### src/rtl/alu_pkg.sv
// Shared types and constants for the 6-bit ALU datapath front end.
package alu_pkg;

  localparam int ALU_WIDTH        = 6;
  localparam int DEBOUNCE_DEFAULT = 500000;

  typedef enum logic [1:0] {
    GET_A = 2'd0,
    GET_B = 2'd1,
    SHOW  = 2'd2
  } load_state_t;

endpackage

### src/rtl/operand_loader_if.sv
// Operand bus from the loader to the combinational add/sub stage.
interface operand_loader_if
  import alu_pkg::*;
#(
  parameter int WIDTH = ALU_WIDTH
);

  logic [WIDTH-1:0] a;
  logic [WIDTH-1:0] b;
  logic             addSub;
  logic             opValid;

  modport master (output a, b, addSub, opValid);
  modport slave  (input  a, b, addSub, opValid);

endinterface

### src/rtl/btn_debounce.sv
// Two-flop synchroniser, hold-time debouncer and rising-edge press pulse
// for one raw push button.
module btn_debounce #(
  parameter int DEBOUNCE_CYCLES = 4
) (
  input  logic clk,
  input  logic resetN,
  input  logic btn,
  output logic pulse
);

  localparam int             CW       = $clog2(DEBOUNCE_CYCLES);
  localparam logic [CW-1:0]  CNT_LAST = CW'(DEBOUNCE_CYCLES - 1);

  logic          sync1;
  logic          sync2;
  logic          level;
  logic          level_d;
  logic          armed;
  logic [1:0]    warm;
  logic [CW-1:0] cnt;

  // NOTE: non-blocking assignments make sync1/sync2 a true two-stage chain;
  // blocking here would collapse it into a single flop.
  always_ff @(posedge clk or negedge resetN) begin
    if (!resetN) begin
      sync1   <= 1'b0;
      sync2   <= 1'b0;
      level   <= 1'b0;
      level_d <= 1'b0;
      armed   <= 1'b0;
      warm    <= 2'b00;
      cnt     <= '0;
    end else begin
      sync1   <= btn;
      sync2   <= sync1;
      level_d <= level;
      warm    <= {warm[0], 1'b1};
      // A button held through reset must be seen released before it can press.
      if (warm[1] && !sync2 && !level)
        armed <= 1'b1;
      if (sync2 != level) begin
        if (cnt == CNT_LAST) begin
          level <= sync2;
          cnt   <= '0;
        end else begin
          cnt <= cnt + CW'(1);
        end
      end else begin
        cnt <= '0;
      end
    end
  end

  assign pulse = level & ~level_d & armed;

endmodule

### src/rtl/operand_loader.sv
// Loads operand A, then B and the add/sub select, from switches on debounced
// button presses. Optional OPLOAD_CANCEL_EN adds a cancel button that clears all.
module operand_loader
  import alu_pkg::*;
#(
  parameter int WIDTH           = ALU_WIDTH,
  parameter int DEBOUNCE_CYCLES = DEBOUNCE_DEFAULT
) (
  input  logic             clk,
  input  logic             resetN,
  input  logic [WIDTH-1:0] sw,
  input  logic             opSel,
  input  logic             loadBtn,
`ifdef OPLOAD_CANCEL_EN
  input  logic             cancelBtn,
`endif
  output logic [1:0]       stage,
  operand_loader_if.master alu
);

  load_state_t state;
  logic        load_pulse;
  logic        cancel_pulse;

  btn_debounce #(.DEBOUNCE_CYCLES(DEBOUNCE_CYCLES)) u_load_db (
    .clk    (clk),
    .resetN (resetN),
    .btn    (loadBtn),
    .pulse  (load_pulse)
  );

`ifdef OPLOAD_CANCEL_EN
  btn_debounce #(.DEBOUNCE_CYCLES(DEBOUNCE_CYCLES)) u_cancel_db (
    .clk    (clk),
    .resetN (resetN),
    .btn    (cancelBtn),
    .pulse  (cancel_pulse)
  );
`else
  assign cancel_pulse = 1'b0;
`endif

  always_ff @(posedge clk or negedge resetN) begin
    if (!resetN) begin
      state       <= GET_A;
      alu.a       <= '0;
      alu.b       <= '0;
      alu.addSub  <= 1'b0;
      alu.opValid <= 1'b0;
    end else if (cancel_pulse) begin
      // Cancel outranks a load pulse landing in the same cycle.
      state       <= GET_A;
      alu.a       <= '0;
      alu.b       <= '0;
      alu.addSub  <= 1'b0;
      alu.opValid <= 1'b0;
    end else begin
      case (state)
        GET_A: if (load_pulse) begin
          alu.a <= sw;
          state <= GET_B;
        end
        GET_B: if (load_pulse) begin
          alu.b       <= sw;
          alu.addSub  <= opSel;
          alu.opValid <= 1'b1;
          state       <= SHOW;
        end
        SHOW: if (load_pulse) begin
          alu.opValid <= 1'b0;
          state       <= GET_A;
        end
        default: begin
          alu.opValid <= 1'b0;
          state       <= GET_A;
        end
      endcase
    end
  end

  assign stage = state;

endmodule

### src/flat_wrapper.sv
// flat-port wrapper written by rule: the top's interface ports become plain ports
module operand_loader_flat import alu_pkg::*;
#(
  parameter int WIDTH           = ALU_WIDTH,
  parameter int DEBOUNCE_CYCLES = DEBOUNCE_DEFAULT
)
  (clk, resetN, sw, opSel, loadBtn, stage, alu_a, alu_b, alu_addSub, alu_opValid);
  operand_loader_if #(.WIDTH(WIDTH)) alu_i ();
  input  logic clk;
  input  logic resetN;
  input  logic [WIDTH-1:0] sw;
  input  logic opSel;
  input  logic loadBtn;
  output logic [1:0] stage;
  output wire logic [$bits(alu_i.a)-1:0] alu_a;
  output wire logic [$bits(alu_i.b)-1:0] alu_b;
  output wire logic [$bits(alu_i.addSub)-1:0] alu_addSub;
  output wire logic [$bits(alu_i.opValid)-1:0] alu_opValid;
  assign alu_a = alu_i.a;
  assign alu_b = alu_i.b;
  assign alu_addSub = alu_i.addSub;
  assign alu_opValid = alu_i.opValid;
  operand_loader #(.WIDTH(WIDTH), .DEBOUNCE_CYCLES(DEBOUNCE_CYCLES)) u_core (.clk(clk), .resetN(resetN), .sw(sw), .opSel(opSel), .loadBtn(loadBtn), .stage(stage), .alu(alu_i));
endmodule
### config.mk
export PLATFORM = sky130hd
export DESIGN_NAME = operand_loader_flat
export DESIGN_NICKNAME = d
export VERILOG_FILES = /design/src/rtl/alu_pkg.sv /design/src/rtl/operand_loader_if.sv /design/src/rtl/btn_debounce.sv /design/src/rtl/operand_loader.sv /design/src/flat_wrapper.sv
export SDC_FILE = /design/constraint.sdc
export NUM_CORES = 1
export LEC_CHECK = 0
export CORE_ASPECT_RATIO = 0.9
export CORE_MARGIN = 1.5
export CORE_UTILIZATION = 32
export CTS_CLUSTER_SIZE = 16
export DETAILED_ROUTE_END_ITERATION = 8
export HOLD_SLACK_MARGIN = 0.1
export PLACE_DENSITY = 0.61
export SYNTH_ARGS = -nofsm -noshare
export SYNTH_HDL_FRONTEND = slang
export SYNTH_SLANG_ARGS = --single-unit
export TNS_END_PERCENT = 5
### constraint.sdc
create_clock -name clk -period 2.5 [get_ports clk]
set_input_delay 0.5 -clock clk [delete_from_list [all_inputs] [get_ports clk]]
set_output_delay 0.5 -clock clk [all_outputs]
set_load 0.02 [all_outputs]
# After elaboration in Yosys (flattened, before gate mapping)
# Cells that the tools add are included.
# W data, S select, Z words.
[word_totals]
out_inout_bits = 16
word_cells = 43
register_bits = 42
[op_classes]
n_eq_ne = 7
mux = 9
n_addsub = 1
n_reduce_logical = 10
n_bitwise = 4
[op_table]
columns = ["cell", "n"]
rows = [
  ["$mux W19", 2],
  ["$add A19 B1 Y19 const B", 1],
  ["$eq A19 B19 Y1 const B", 1],
  ["$mux W2", 3],
  ["$ne A2 B1 Y1 const B", 3],
  ["$pmux W2 S3", 1],
  ["$reduce_and A2 Y1", 3],
  ["$reduce_and A3 Y1", 2],
  ["$pmux W1 S3", 1],
  ["$and A1 B1 Y1", 2],
  ["$eq A2 B1 Y1 const B", 1],
  ["$eq A2 B2 Y1 const B", 1],
  ["$logic_and A1 B1 Y1", 2],
  ["$logic_not A1 Y1", 2],
  ["$logic_not A2 Y1", 1],
  ["$mux W1", 2],
  ["$not A1 Y1", 2],
  ["$ne A1 B1 Y1", 1],
]

# Longest topological paths before layout
[depth]
word_depth = 5
ltp_mapped = 6

# Hierarchy
# From an unflattened synthesis, not the netlist that was laid out.
[hier_totals]
hier_cells = 151
hier_area_um2 = 1825.5
[modules_own_cells]
columns = ["module", "instances", "area_each_um2", "cells_per_inst"]
rows = [
  ["btn_debounce", 1, 1203.7, 113],
  ["operand_loader", 1, 621.8, 38],
]

# Worst setup path before layout
# OpenSTA, ideal clock, no wires.
[synth_timing]
path_kind = "reg2reg"
start = "reg u_core.u_load_db.cnt[10]"
end = "reg u_core.u_load_db.level"
stages_incl_launch_ff = 5
path_buffers = 0
setup_ns = 0.125
required_time_ns = 2.375
arrival_time_ns = 1.768
path_slack_ns = 0.607
cell_sequence = "dfrtp_1 or4_1 or4_4 nor2_1 mux2_2"
[synth_between]
elab_chain_len = 2
[synth_rtl]
columns = ["item", "line_no", "rtl"]
rows = [
  ["from (decl)", "btn_debounce.sv:21", "logic [CW-1:0] cnt;"],
  ["from (signal assigned)", "btn_debounce.sv:47", "cnt <= cnt + CW'(1);"],
  ["$eq A19 B19 Y1", "btn_debounce.sv:43", "if (cnt == CNT_LAST) begin"],
  ["$reduce_and A2 Y1 (no line)", "n/a", ""],
  ["to (signal assigned)", "btn_debounce.sv:44", "level <= sync2;"],
  ["to (decl)", "btn_debounce.sv:17", "logic level;"],
]
# Every way passes these cells.
# A chain may end at the register's enable or synchronous reset.

# Worst setup path in the final report
[layout_timing]
start = "reg u_core.u_load_db.cnt[9]"
end = "reg u_core.u_load_db.cnt[9]"
[layout_between]
elab_chain_len = 3
[layout_rtl]
columns = ["item", "line_no", "rtl"]
rows = [
  ["$add A19 B1 Y19 / $eq A19 B19 Y1 (equally long branches)", "btn_debounce.sv:47, btn_debounce.sv:43", ""],
  ["$mux W19 *", "btn_debounce.sv:43", ""],
  ["$mux W19 *", "btn_debounce.sv:42", "if (sync2 != level) begin"],
]
# Mark *: on every way between the ends. The rest lies on a longest branch, timed or not.

==> impl_metrics.toml <==
[run_status]
status = "finished, final reports clean"

[cts]
cts_tree = "done"
cts.sinks = 42
clock_latency_ns = 0.29
cts_buffers = 5
cts_buffer_depth = 2
path_clk_slew_ns = 0.08
post_cts_buffers = 0
clock-root-buffer = "clkbuf_8"
htree_levels = 2

[final_layout]
seq_area_um2 = 1050
final_cells = 255
final_cell_mix = "42 x dfrtp_1, 24 x clkdlybuf4s50_1, 22 x nor2_1"
fillers = 512
drive_above_1_share = 0.160
layout_commonest_cell = "dfrtp_1"
synthToLayoutAreaGrowth_pct = 25.7
multi_input_area_um2 = 727
fin_nets = 198
diodes = 0

[power]
p_leak_nw = 0.983
power_density_nw_per_um2 = 557
ir_drop_mv = 0.381

[yosys]
synth_seq_area_share = 0.583
ys_ff_latch = 42
async_flop_share = 1.00
ys.flop_type = "dfrtp_1"
ys_warn_count = 0
avgSynthCellArea_um2 = 11.9
synth_nets = 163
synth_edf_count = 0
yosys.cell_types.count = 29
syn-cell-area_um2 = 1800
syn_inst = 152

[timing]
fmax_ghz = 0.489
max_slew_margin = 0.662
period_share = 0.818
drv_slew = 0
worst_slew_pin_slew_ns = 0.505
finalSetupTns_ns = 0
period_minus_slack_ns = 2.04
holdWs_ns = 0.355
finalHoldViolations = 0
fin_skew_ns = 0.00541
setup_viol = 0
rsz0062_at_grt = "no"

[detailed_routing]
drt_first_iter_violations = 62
routedWlPerCell_um = 13.3
ant_nets = 0
routed-via-count = 1215
wl_um = 3400
drc = 0
vias_per_cell = 4.76
drt-pass1-iter-count = 4

[global_routing]
grt_pass1_wl_um = 5900
grt_pass1_vias = 1238
antenna_found_initial = 0
grt_remaining_overflow = 0
grt_max_degree = 19
grt_usage = 0.132

[worst_setup_path]
cp-end-kind = "flop"
cp_cell_sequence = "or4_1 > or4_4 > o21ai_4 > nor2_1"
cp_slowest_cell = "or4_1"
crit_required_ns = 2.66
max_stage_delay_ns = 0.51
r2r_start = "u_core.u_load_db.cnt[9]"
startpoint_type = "flop"
path_class = "flop to flop"
worstRegToRegCells = 4
rrSetupSlack_ns = 0.46
cp_max_fo = 18
arrival_ns = 2.21
timing.rr.end = "u_core.u_load_db.cnt[9]"

[min_path]
holdPathEnd = "u_core.u_load_db.sync2"
min_path_cells = 0
hp-start = "u_core.u_load_db.sync1"
worstHoldPathType = "flop to flop"

[run]
max_cap_violations = 0

[die]
io_pins = 26
fp.dieH_um = 74.2
start_util = 0.337
chipWidth_um = 82.2
row_count = 25
fp.coreArea_um2 = 5350
die_area_um2 = 6100

[placed_design]
portBuffers = 25
hpwl_um = 2430
dp_cells = 246
finalWeightedCongestion = 0.808
## logic make-up (layout without fill, tap and decap cells)
family / after synthesis / after routing / synth area share
flip-flops: 42 / 42 / 0.583
multiplexers: 14 / 14 / 0.0874
AND/OR/NAND/NOR: 63 / 63 / 0.186
buffers and inverters: 5 / 41 / 0.0146
other: 1 / 1 / 0.00208
adder cells (fa/ha/maj): 1 / 1 / 0.00693
XOR/XNOR: 17 / 17 / 0.0825
AO/OA/AOI/OAI: 9 / 9 / 0.0381
## what timing repair did
item	CTS	global route
gates resized for setup	0	0
hold buffers	1	0
endpoints found under the hold margin	11	0
## power by group
part | leakage [nW] | internal, W | total (W) | switching [W]
registers | 0.570 | 0.000686 | 0.000693 | 0.00000696
clock network | 0.0579 | 0.000294 | 0.000524 | 0.000230
logic | 0.355 | 0.0000198 | 0.0000459 | 0.0000261
## routing by layer
layer | wire length, um | part of all wire | vias up | GRT usage
li1 | - | - | 606 | -
met1 | 1750 | 0.52 | 583 | 0.185
met2 | 1470 | 0.43 | 21 | 0.190
met3 | 119 | 0.035 | 5 | 0.0344
met4 | 55 | 0.016 | 0 | 0.0621
met5 | 0 | 0 | - | 0
## critical path, delay by kind of cell (launching register included)
kind / cells / cell delay [ns]
compound gates: 1 / 0.41
flops: 1 / 0.44
simple gates: 3 / 1.06
## worst max-delay path by stage
stage               depth (start not counted)                     start                      end
global route                                4  u_core.u_load_db.cnt[10]  u_core.u_load_db.cnt[8]
detailed placement                          4   u_core.u_load_db.cnt[9]  u_core.u_load_db.cnt[6]
finish                                      4   u_core.u_load_db.cnt[9]  u_core.u_load_db.cnt[9]
floorplan                                   4  u_core.u_load_db.cnt[10]   u_core.u_load_db.level
global placement                            4  u_core.u_load_db.cnt[10]  u_core.u_load_db.cnt[6]
CTS                                         4  u_core.u_load_db.cnt[10]  u_core.u_load_db.cnt[9]
## flip-flops by register name, summed over array words and instances, names as in the netlist, 2 cells and up
register	flops
u_core.alu.b	6
u_core.u_load_db.cnt	19
u_core.u_load_db.warm	2
u_core.stage	2
u_core.alu.a	6
## cell usage after synthesis, types with 2 or more instances
| cell type | n | area (um^2) |
|---|---|---|
| dfrtp_1 | 42 | 1050 |
| or4_1 | 3 | 22.5 |
| inv_1 | 3 | 11.3 |
| nor2_1 | 22 | 82.6 |
| o31ai_1 | 2 | 15.0 |
| nand4bb_1 | 2 | 22.5 |
| a21oi_1 | 2 | 10.0 |
| mux2_2 | 14 | 158 |
| xnor2_1 | 12 | 105 |
| nor4_1 | 4 | 25.0 |
| nor3_1 | 4 | 20.0 |
| a21o_1 | 3 | 22.5 |
| nand2_1 | 9 | 33.8 |
| xor2_1 | 5 | 43.8 |
| nand3_1 | 5 | 25.0 |
| and2_1 | 2 | 12.5 |
| nand4_1 | 6 | 37.5 |
## per-stage QoR
| step | total power, W | instance area [um^2] | setup WS (ns) | util |
|---|---|---|---|---|
| after floorplan | 0.000718 | 1800 | 0.607 | - |
| after detailed placement | 0.000753 | 2150 | 0.436 | 0.402 |
| after CTS | 0.00128 | 2270 | 0.438 | 0.424 |
| after global routing | 0.00132 | 2270 | 0.323 | 0.424 |
| after global placement | 0.000751 | 2150 | 0.479 | 0.402 |
| final | 0.00126 | 2270 | 0.456 | 0.424 |
## final cells by class
cell class / instances / area share
clock buffers: 5 / 0.0304
clock inverters: 3 / 0.0177
inverters: 3 / 0.00497
multi-input cells: 105 / 0.321
flip-flops and latches: 42 / 0.464
well taps: 67 / 0.0370
repair buffers: 30 / 0.126
(Power assumes the default switching activity.)
